===== src/rtl/icap_ctrl_pkg.sv =====
// Shared definitions for the ICAP master controller: FSM state encoding and
// ICAP control-pin polarities.
package icap_ctrl_pkg;

  typedef enum logic [2:0] {
    IDLE   = 3'd0,
    TURN_R = 3'd1,
    READ   = 3'd2,
    DRAIN  = 3'd3,
    TURN_W = 3'd4
  } state_t;

  // ICAP CE is active-low; WRITE pin high selects readback.
  localparam logic ICAP_CE_ON  = 1'b0;
  localparam logic ICAP_DIR_RD = 1'b1;
  localparam logic ICAP_DIR_WR = 1'b0;

endpackage


===== src/rtl/icap_bitswap.sv =====
// Combinational bit reversal within each byte of a word, matching the
// Virtex-5 ICAP bit ordering. Bits beyond the last whole byte are driven 0.
module icap_bitswap #(
  parameter int unsigned WIDTH = 32
) (
  input  logic [WIDTH-1:0] word,
  output logic [WIDTH-1:0] swapped
);

  // Mirror bit k of each byte onto bit 7-k of the same byte.
  always_comb begin
    swapped = '0;
    for (int unsigned b = 0; b < WIDTH / 8; b++) begin
      for (int unsigned k = 0; k < 8; k++) begin
        swapped[8*b + k] = word[8*b + 7 - k];
      end
    end
  end

endmodule


===== src/rtl/icap_master_ctrl.sv =====
// Initiator side of the ICAP port: streams bitstream words into ICAP through
// a one-word hold register and performs counted readback bursts.
// Optional build macro: ICAP_BITSWAP_EN (per-byte bit reversal on I and O).
module icap_master_ctrl
  import icap_ctrl_pkg::*;
#(
  parameter int unsigned ICAP_WIDTH = 32,
  parameter int unsigned CNT_WIDTH  = 16,
  parameter logic        IS_BUSY    = 1'b0
) (
  input  logic                  CLK,
  input  logic                  RESET,
  input  logic [ICAP_WIDTH-1:0] wr_data,
  input  logic                  wr_valid,
  output logic                  wr_ready,
  input  logic                  rd_req,
  input  logic [CNT_WIDTH-1:0]  rd_len,
  output logic [ICAP_WIDTH-1:0] rd_data,
  output logic                  rd_valid,
  output logic                  rd_done,
  output logic                  ctrl_busy,
  output logic                  icap_ce,
  output logic                  icap_write,
  output logic [ICAP_WIDTH-1:0] icap_i,
  input  logic [ICAP_WIDTH-1:0] icap_o,
  input  logic                  icap_busy
);

  state_t                state, state_nxt;
  logic [ICAP_WIDTH-1:0] word, word_nxt;
  logic [ICAP_WIDTH-1:0] rd_word;
  logic [CNT_WIDTH-1:0]  cnt, cnt_nxt;
  logic                  held, held_nxt;
  logic                  rd_pend, pend_nxt;
  logic                  cap, cap_nxt;
  logic                  ce_nxt, write_nxt, done_nxt;
  logic                  accept, ready_int, wr_fire, rd_take;

  // An ICAP transfer completes on any edge where CE is asserted and BUSY is not stalling.
  assign accept    = (icap_ce == ICAP_CE_ON) && (icap_busy != IS_BUSY);
  assign ctrl_busy = (state != IDLE) || held;
  assign ready_int = (state == IDLE) && !rd_pend && (!held || accept);
  assign wr_fire   = wr_valid && ready_int;
  assign rd_take   = rd_req && !ctrl_busy && !rd_pend;
  // Internal handshake excludes RESET so the reset net only feeds flop resets.
  assign wr_ready  = ready_int && !RESET;

`ifdef ICAP_BITSWAP_EN
  icap_bitswap #(.WIDTH(ICAP_WIDTH)) u_swap_wr (
    .word    (word),
    .swapped (icap_i)
  );
  icap_bitswap #(.WIDTH(ICAP_WIDTH)) u_swap_rd (
    .word    (icap_o),
    .swapped (rd_word)
  );
`else
  assign icap_i  = word;
  assign rd_word = icap_o;
`endif

  // Control state and registered ICAP pins.
  always_ff @(posedge CLK or posedge RESET) begin
    if (RESET) begin
      state      <= IDLE;
      icap_ce    <= ~ICAP_CE_ON;
      icap_write <= ICAP_DIR_WR;
      word       <= '0;
      held       <= 1'b0;
      rd_pend    <= 1'b0;
      cnt        <= '0;
      cap        <= 1'b0;
      rd_done    <= 1'b0;
    end else begin
      state      <= state_nxt;
      icap_ce    <= ce_nxt;
      icap_write <= write_nxt;
      word       <= word_nxt;
      held       <= held_nxt;
      rd_pend    <= pend_nxt;
      cnt        <= cnt_nxt;
      cap        <= cap_nxt;
      rd_done    <= done_nxt;
    end
  end

  // Next-state and next-output decode; WRITE only changes while CE is
  // deasserted (entering TURN_R, leaving TURN_W) so the two never move together.
  always_comb begin
    state_nxt = state;
    ce_nxt    = icap_ce;
    write_nxt = icap_write;
    word_nxt  = word;
    held_nxt  = held;
    pend_nxt  = rd_pend;
    cnt_nxt   = cnt;
    cap_nxt   = 1'b0;
    done_nxt  = 1'b0;
    unique case (state)
      IDLE: begin
        if (wr_fire) begin
          word_nxt = wr_data;
          ce_nxt   = ICAP_CE_ON;
          held_nxt = 1'b1;
        end else if (accept) begin
          ce_nxt   = ~ICAP_CE_ON;
          held_nxt = 1'b0;
        end
        if (rd_take) begin
          if (rd_len != '0) begin
            pend_nxt = 1'b1;
            cnt_nxt  = rd_len;
          end else begin
            done_nxt = 1'b1;
          end
        end
        if (rd_pend && !held) begin
          state_nxt = TURN_R;
          pend_nxt  = 1'b0;
          write_nxt = ICAP_DIR_RD;
        end
      end
      TURN_R: begin
        ce_nxt    = ICAP_CE_ON;
        state_nxt = READ;
      end
      READ: begin
        if (accept) begin
          cap_nxt = 1'b1;
          cnt_nxt = cnt - CNT_WIDTH'(1);
          if (cnt == CNT_WIDTH'(1)) begin
            ce_nxt    = ~ICAP_CE_ON;
            state_nxt = DRAIN;
          end
        end
      end
      DRAIN: begin
        if (cap) begin
          done_nxt  = 1'b1;
          state_nxt = TURN_W;
        end
      end
      TURN_W: begin
        write_nxt = ICAP_DIR_WR;
        state_nxt = IDLE;
      end
      default: state_nxt = IDLE;
    endcase
  end

  // Readback capture: word accepted on edge N is taken from O on edge N+1.
  always_ff @(posedge CLK or posedge RESET) begin
    if (RESET) begin
      rd_data  <= '0;
      rd_valid <= 1'b0;
    end else begin
      rd_valid <= cap;
      if (cap) begin
        rd_data <= rd_word;
      end
    end
  end

endmodule


===== config.mk =====
export PLATFORM = sky130hd
export DESIGN_NAME = icap_master_ctrl
export DESIGN_NICKNAME = d
export VERILOG_FILES = /design/src/rtl/icap_ctrl_pkg.sv /design/src/rtl/icap_bitswap.sv /design/src/rtl/icap_master_ctrl.sv
export SDC_FILE = /design/constraint.sdc
export NUM_CORES = 1
export LEC_CHECK = 0
export ABC_AREA = 0
export BUFFER_PORTS_ARGS = -buffer_cell sky130_fd_sc_hd__buf_2
export CORE_ASPECT_RATIO = 0.7
export CORE_UTILIZATION = 49
export CTS_CLUSTER_SIZE = 12
export DETAILED_ROUTE_END_ITERATION = 6
export GPL_TIMING_DRIVEN = 0
export MAX_ROUTING_LAYER = met4
export PLACE_DENSITY = 0.88
export SYNTH_ARGS = -nofsm -noshare
export SYNTH_HDL_FRONTEND = slang
export SYNTH_HIERARCHICAL = 1
export SYNTH_SLANG_ARGS = --single-unit

===== constraint.sdc =====
create_clock -name CLK -period 4.8 [get_ports CLK]
set_clock_uncertainty 0.1 [all_clocks]
set_input_delay 0.96 -clock CLK [delete_from_list [all_inputs] [get_ports CLK]]
set_output_delay 0.96 -clock CLK [all_outputs]
set_load 0.1 [all_outputs]

## After elaboration in Yosys (flattened, before gate mapping)

Cells that the tools add are included.
Widths: inputs -> output; s select.

| operators by class | value |
|---|---|
| add/sub/neg operators | 1 |
| multiply operators | 0 |
| div/mod/pow operators | 0 |
| order comparisons | 0 |
| eq/ne operators | 12 |
| shift operators | 0 |
| mux-type cells | 27 |
| bitwise gates (word level) | 1 |
| reductions and logical operators | 30 |

Operator list:

| kind | number |
|---|---|
| $mux 16 | 3 |
| $pmux 16 s2 | 1 |
| $eq 16x1->1 const B | 1 |
| $reduce_bool 16->1 | 1 |
| $sub 16x1->16 const B | 1 |
| $mux 1 | 15 |
| $mux 3 | 4 |
| $pmux 3 s4 | 1 |
| $reduce_and 4->1 | 3 |
| $reduce_bool 2->1 | 5 |
| $logic_and 1x1->1 | 8 |
| $ne 2x2->1 const B | 4 |
| $eq 3x2->1 const B | 2 |
| $reduce_and 2->1 | 3 |
| $reduce_bool 3->1 | 2 |
| $logic_not 1->1 | 4 |
| $ne 2x1->1 const B | 2 |
| $pmux 1 s2 | 2 |
| $eq 3x1->1 const B | 1 |
| $eq 3x3->1 const B | 1 |
| $logic_not 3->1 | 1 |
| $ne 3x3->1 const B | 1 |
| $pmux 1 s3 | 1 |
| $reduce_and 3->1 | 1 |
| 2 further kinds | 3 |

| word-level totals | value |
|---|---|
| bits in registers | 90 |
| latch bits | 0 |
| RAM bits | 0 |
| memory bits (read-only) | 0 |
| output and inout bits | 70 |
| logic and storage cells | 82 |
| memories | 0 |

## Longest topological paths before layout

| logic depth | value |
|---|---|
| depth in word-level cells | 7 |
| depth in mapped cells | 7 |
| gate-level depth less buffers | 6 |

## Worst setup path after synthesis

No wires, ideal clock.

| timing | value |
|---|---|
| kind | input -> output |
| start point | in RESET |
| end point | out wr_ready |
| arrival time | 3.790 ns |
| required time | 3.740 ns |
| slack | -0.050 ns |
| stages | 2 |
| cells stage by stage | inv_1 -> and2_1 |

| on the way | value |
|---|---|
| word-level cells in the longest chain between the ends | 2 |

RTL lines:

| item | line | RTL |
|---|---|---|
| from (decl) | icap_master_ctrl.sv:12 | `input logic RESET,` |
| $logic_not 1->1 (no source line) | -- |  |
| $logic_and 1x1->1 | icap_master_ctrl.sv:46 | `assign wr_ready = ready_int && !RESET;` |
| to (decl) | icap_master_ctrl.sv:15 | `output logic wr_ready,` |

No other way between the ends.

## Worst setup path after layout

Ends and elaborated chain as after synthesis.

==> impl_metrics.ini <==
[yosys]
synth_top_cell_by_area = dfrtp_1
synth_area_leaders = dfrtp_1, mux2_4, mux2_2
avgSynthCellArea_um2 = 12.9
ys_ff_latch = 90
syn_nets = 412
synth_most_common_cell = dfrtp_1
netlist_area_mm2 = 0.00420
ys_seq_area_share_pct = 53.6
synth_cells = 325
yosys_warnings = 6
synthFlopType = dfrtp_1
synthArstFlopShare_pct = 100
netlist.area_leader.share_pct = 53.0
ys_types = 56
synth_edf_count = 0
synth_common_cells = dfrtp_1, mux2_2, mux2_4

[detailed_routing]
wl_per_cell_um = 17.9
route.detailed.drc = 0
first_iter_violations = 259
final_antenna_net_count = 0
drt_first_pass_iters = 4
num_vias = 3393
wl_mm = 10.7
vias_per_cell = 5.68

[setup_path]
required_ns = 3.74
timing.critical_path.from = RESET
cp.arrival_ns = 2.49
reg2reg_to = cnt[14]
crit_path_start_kind = input pin
cp-end-kind = primary output
rr_startpoint = state[2]
path_class = input pin to primary output
reg2regPathDepth = 6
rrSetupSlack_ns = 2.31
critPathMaxFanout = 39
cp-endpoint = wr_ready

[sta]
relSlewSlack_pct = 48.0
setup_violations = 0
tns_ns = 0
period_share_pct = 74.0
rsz0062_at_grt = false
fmax_mhz = 282
tightest_slew_ns = 0.773
maxSlewViolCount = 0
final_hold_viol_count = 0
hold_ws_ns = 0.279
final.min_clock_period_ns = 3.55

[power]
ir_drop_v = 0.000209
powerDensity_mw_per_mm2 = 397
p_leak_uw = 0.00273
total_power_uw = 2170

[die]
rows = 27
initial_core_util_pct = 52.1
dieArea_mm2 = 0.00896
die_w_um = 113
die_h_um = 79.5
core_area_mm2 = 0.00807
io_pins = 155

[finish]
fill_cells = 627
layout-drive-gt1-share_pct = 52.2
diodes = 0
stdcell_count = 597
area_growth_pct = 30.2
nets = 579
final_util_pct = 67.8

[clock_network]
clockBufferDepth = 2
cts_buffers = 9
cts_root_buf = clkbuf_16
clk_pin_slew_worst_paths_ns = 0.06
cts_setup_buffers = 0
ctsHoldBuffers = 0
htreeDepth = 3
cts_resized = 0
clock_latency_ns = 0.33
cts_tree = yes
clock-sinks = 90

[placed_design]
place_hpwl_mm = 7.78
portBuffers = 154
place_inst = 582
routabilityCongestion = 0.980

[status]
status = finished clean

[global_routing]
grt_util_met3_pct = 6.61
grt.total_usage_pct = 25.8
grt_max_degree = 40
grt_pass1_vias = 3383
grt.busiest_layer = met2
grt_pass1_wl_mm = 17.0
grt_util_met1_pct = 32.5
grt-ovfl-total = 0
grt.met2_usage_pct = 41.1
antenna_found_initial = 0

[worst_hold_path]
hp-class = flip-flop to flip-flop

[run]
maxCapViolCount = 0
-- final cells by class --
class	instances	area (um^2)	share of cell area (%)
clock inverter	4	75.1	1.37
tap	101	126	2.31
timing repair buffer	156	811	14.8
multi-input combinational	211	1820	33.2
buffer	19	113	2.06
clock buffer	11	253	4.62
sequential	90	2250	41.2
inverter	5	22.5	0.412
-- registers in the layout, summed over array words and instances (netlist names) --
| signal | flops |
|---|---|
| cnt | 16 |
| icap_write | 1 |
| state | 3 |
| rd_done | 1 |
| held | 1 |
| rd_valid | 1 |
| rd_data | 32 |
| icap_ce | 1 |
| icap_i | 32 |
| rd_pend | 1 |
| cap | 1 |
-- placed cells by master (no fill, tap or decap), types with 2 or more instances in the layout --
| master | netlist | layout |
|---|---|---|
| mux2_4 | 29 | 29 |
| o31a_1 | 5 | 5 |
| a21oi_1 | 9 | 9 |
| or3_1 | 2 | 2 |
| and4_1 | 2 | 2 |
| buf_1 | 3 | 3 |
| nor2_1 | 11 | 11 |
| mux2_2 | 36 | 36 |
| and2_1 | 2 | 2 |
| o221ai_1 | 12 | 12 |
| ha_1 | 2 | 2 |
| clkbuf_16 | 0 | 9 |
| o21ai_0 | 3 | 3 |
| nand2b_1 | 2 | 2 |
| bufinv_16 | 0 | 2 |
| buf_12 | 0 | 2 |
| nand4b_1 | 3 | 3 |
| buf_6 | 4 | 4 |
| o211ai_1 | 3 | 3 |
| clkbuf_8 | 0 | 2 |
| and3_1 | 2 | 2 |
| nor4_1 | 7 | 7 |
| nor4_2 | 2 | 2 |
| clkinvlp_4 | 0 | 3 |
| nand3_1 | 11 | 11 |
| a211o_1 | 2 | 2 |
| a211oi_1 | 5 | 5 |
| nor3_1 | 5 | 5 |
| a31oi_1 | 2 | 2 |
| dfrtp_1 | 89 | 89 |
| nand4_1 | 3 | 3 |
| buf_2 | 6 | 160 |
| or4_1 | 2 | 2 |
| nor3b_1 | 2 | 2 |
| clkbuf_1 | 5 | 5 |
| inv_1 | 5 | 4 |
| nand2_1 | 24 | 24 |
| a21o_1 | 2 | 2 |
-- stage by stage --
stage	setup WS [ns]	instance area [um^2]
after CTS	1.19	5470
final	1.25	5470
after floorplan	0.756	4210
after global placement	0.199	5100
after detailed placement	1.20	5140
after global routing	1.06	5470
-- kinds of logic after synthesis --
| group | share of synthesized area (%) |
|---|---|
| AO/OA/AOI/OAI | 9.40 |
| adder cells (fa/ha/maj) | 0.595 |
| buffers and inverters | 3.13 |
| flip-flops | 53.6 |
| multiplexers | 20.0 |
| AND/OR/NAND/NOR | 13.3 |
-- where the power goes --
group,internal (uW),total [uW],switching [uW]
sequential,813,852,39.0
combinational,134,553,419
clock,482,766,284
total,1430,2170,742
-- how the worst min path moves through the flow --
stage | from | end | slack, ns | depth (start not counted)
after floorplan | cap | rd_valid | 0.25 | 0
after global placement | cap | rd_valid | 0.26 | 0
after detailed placement | cap | rd_valid | 0.26 | 0
after CTS | cap | rd_valid | 0.28 | 0
after global routing | cap | rd_valid | 0.29 | 0
final | cap | rd_valid | 0.28 | 0
-- worst max-delay path, cell delays in order --
cell and delay, ns:
buf_2 0.11, clkinvlp_4 0.29, buf_12 0.27, buf_12 0.26, and2_1 0.16, buf_2 0.42
-- layer usage --
metal  routed length (um)  share of wire (%)
met4                  141                1.3
met1                 4620                 43
met2                 5150                 48
met5                    0                  0
met3                  784                7.3
Note: power is estimated with default switching activity, not from simulation.
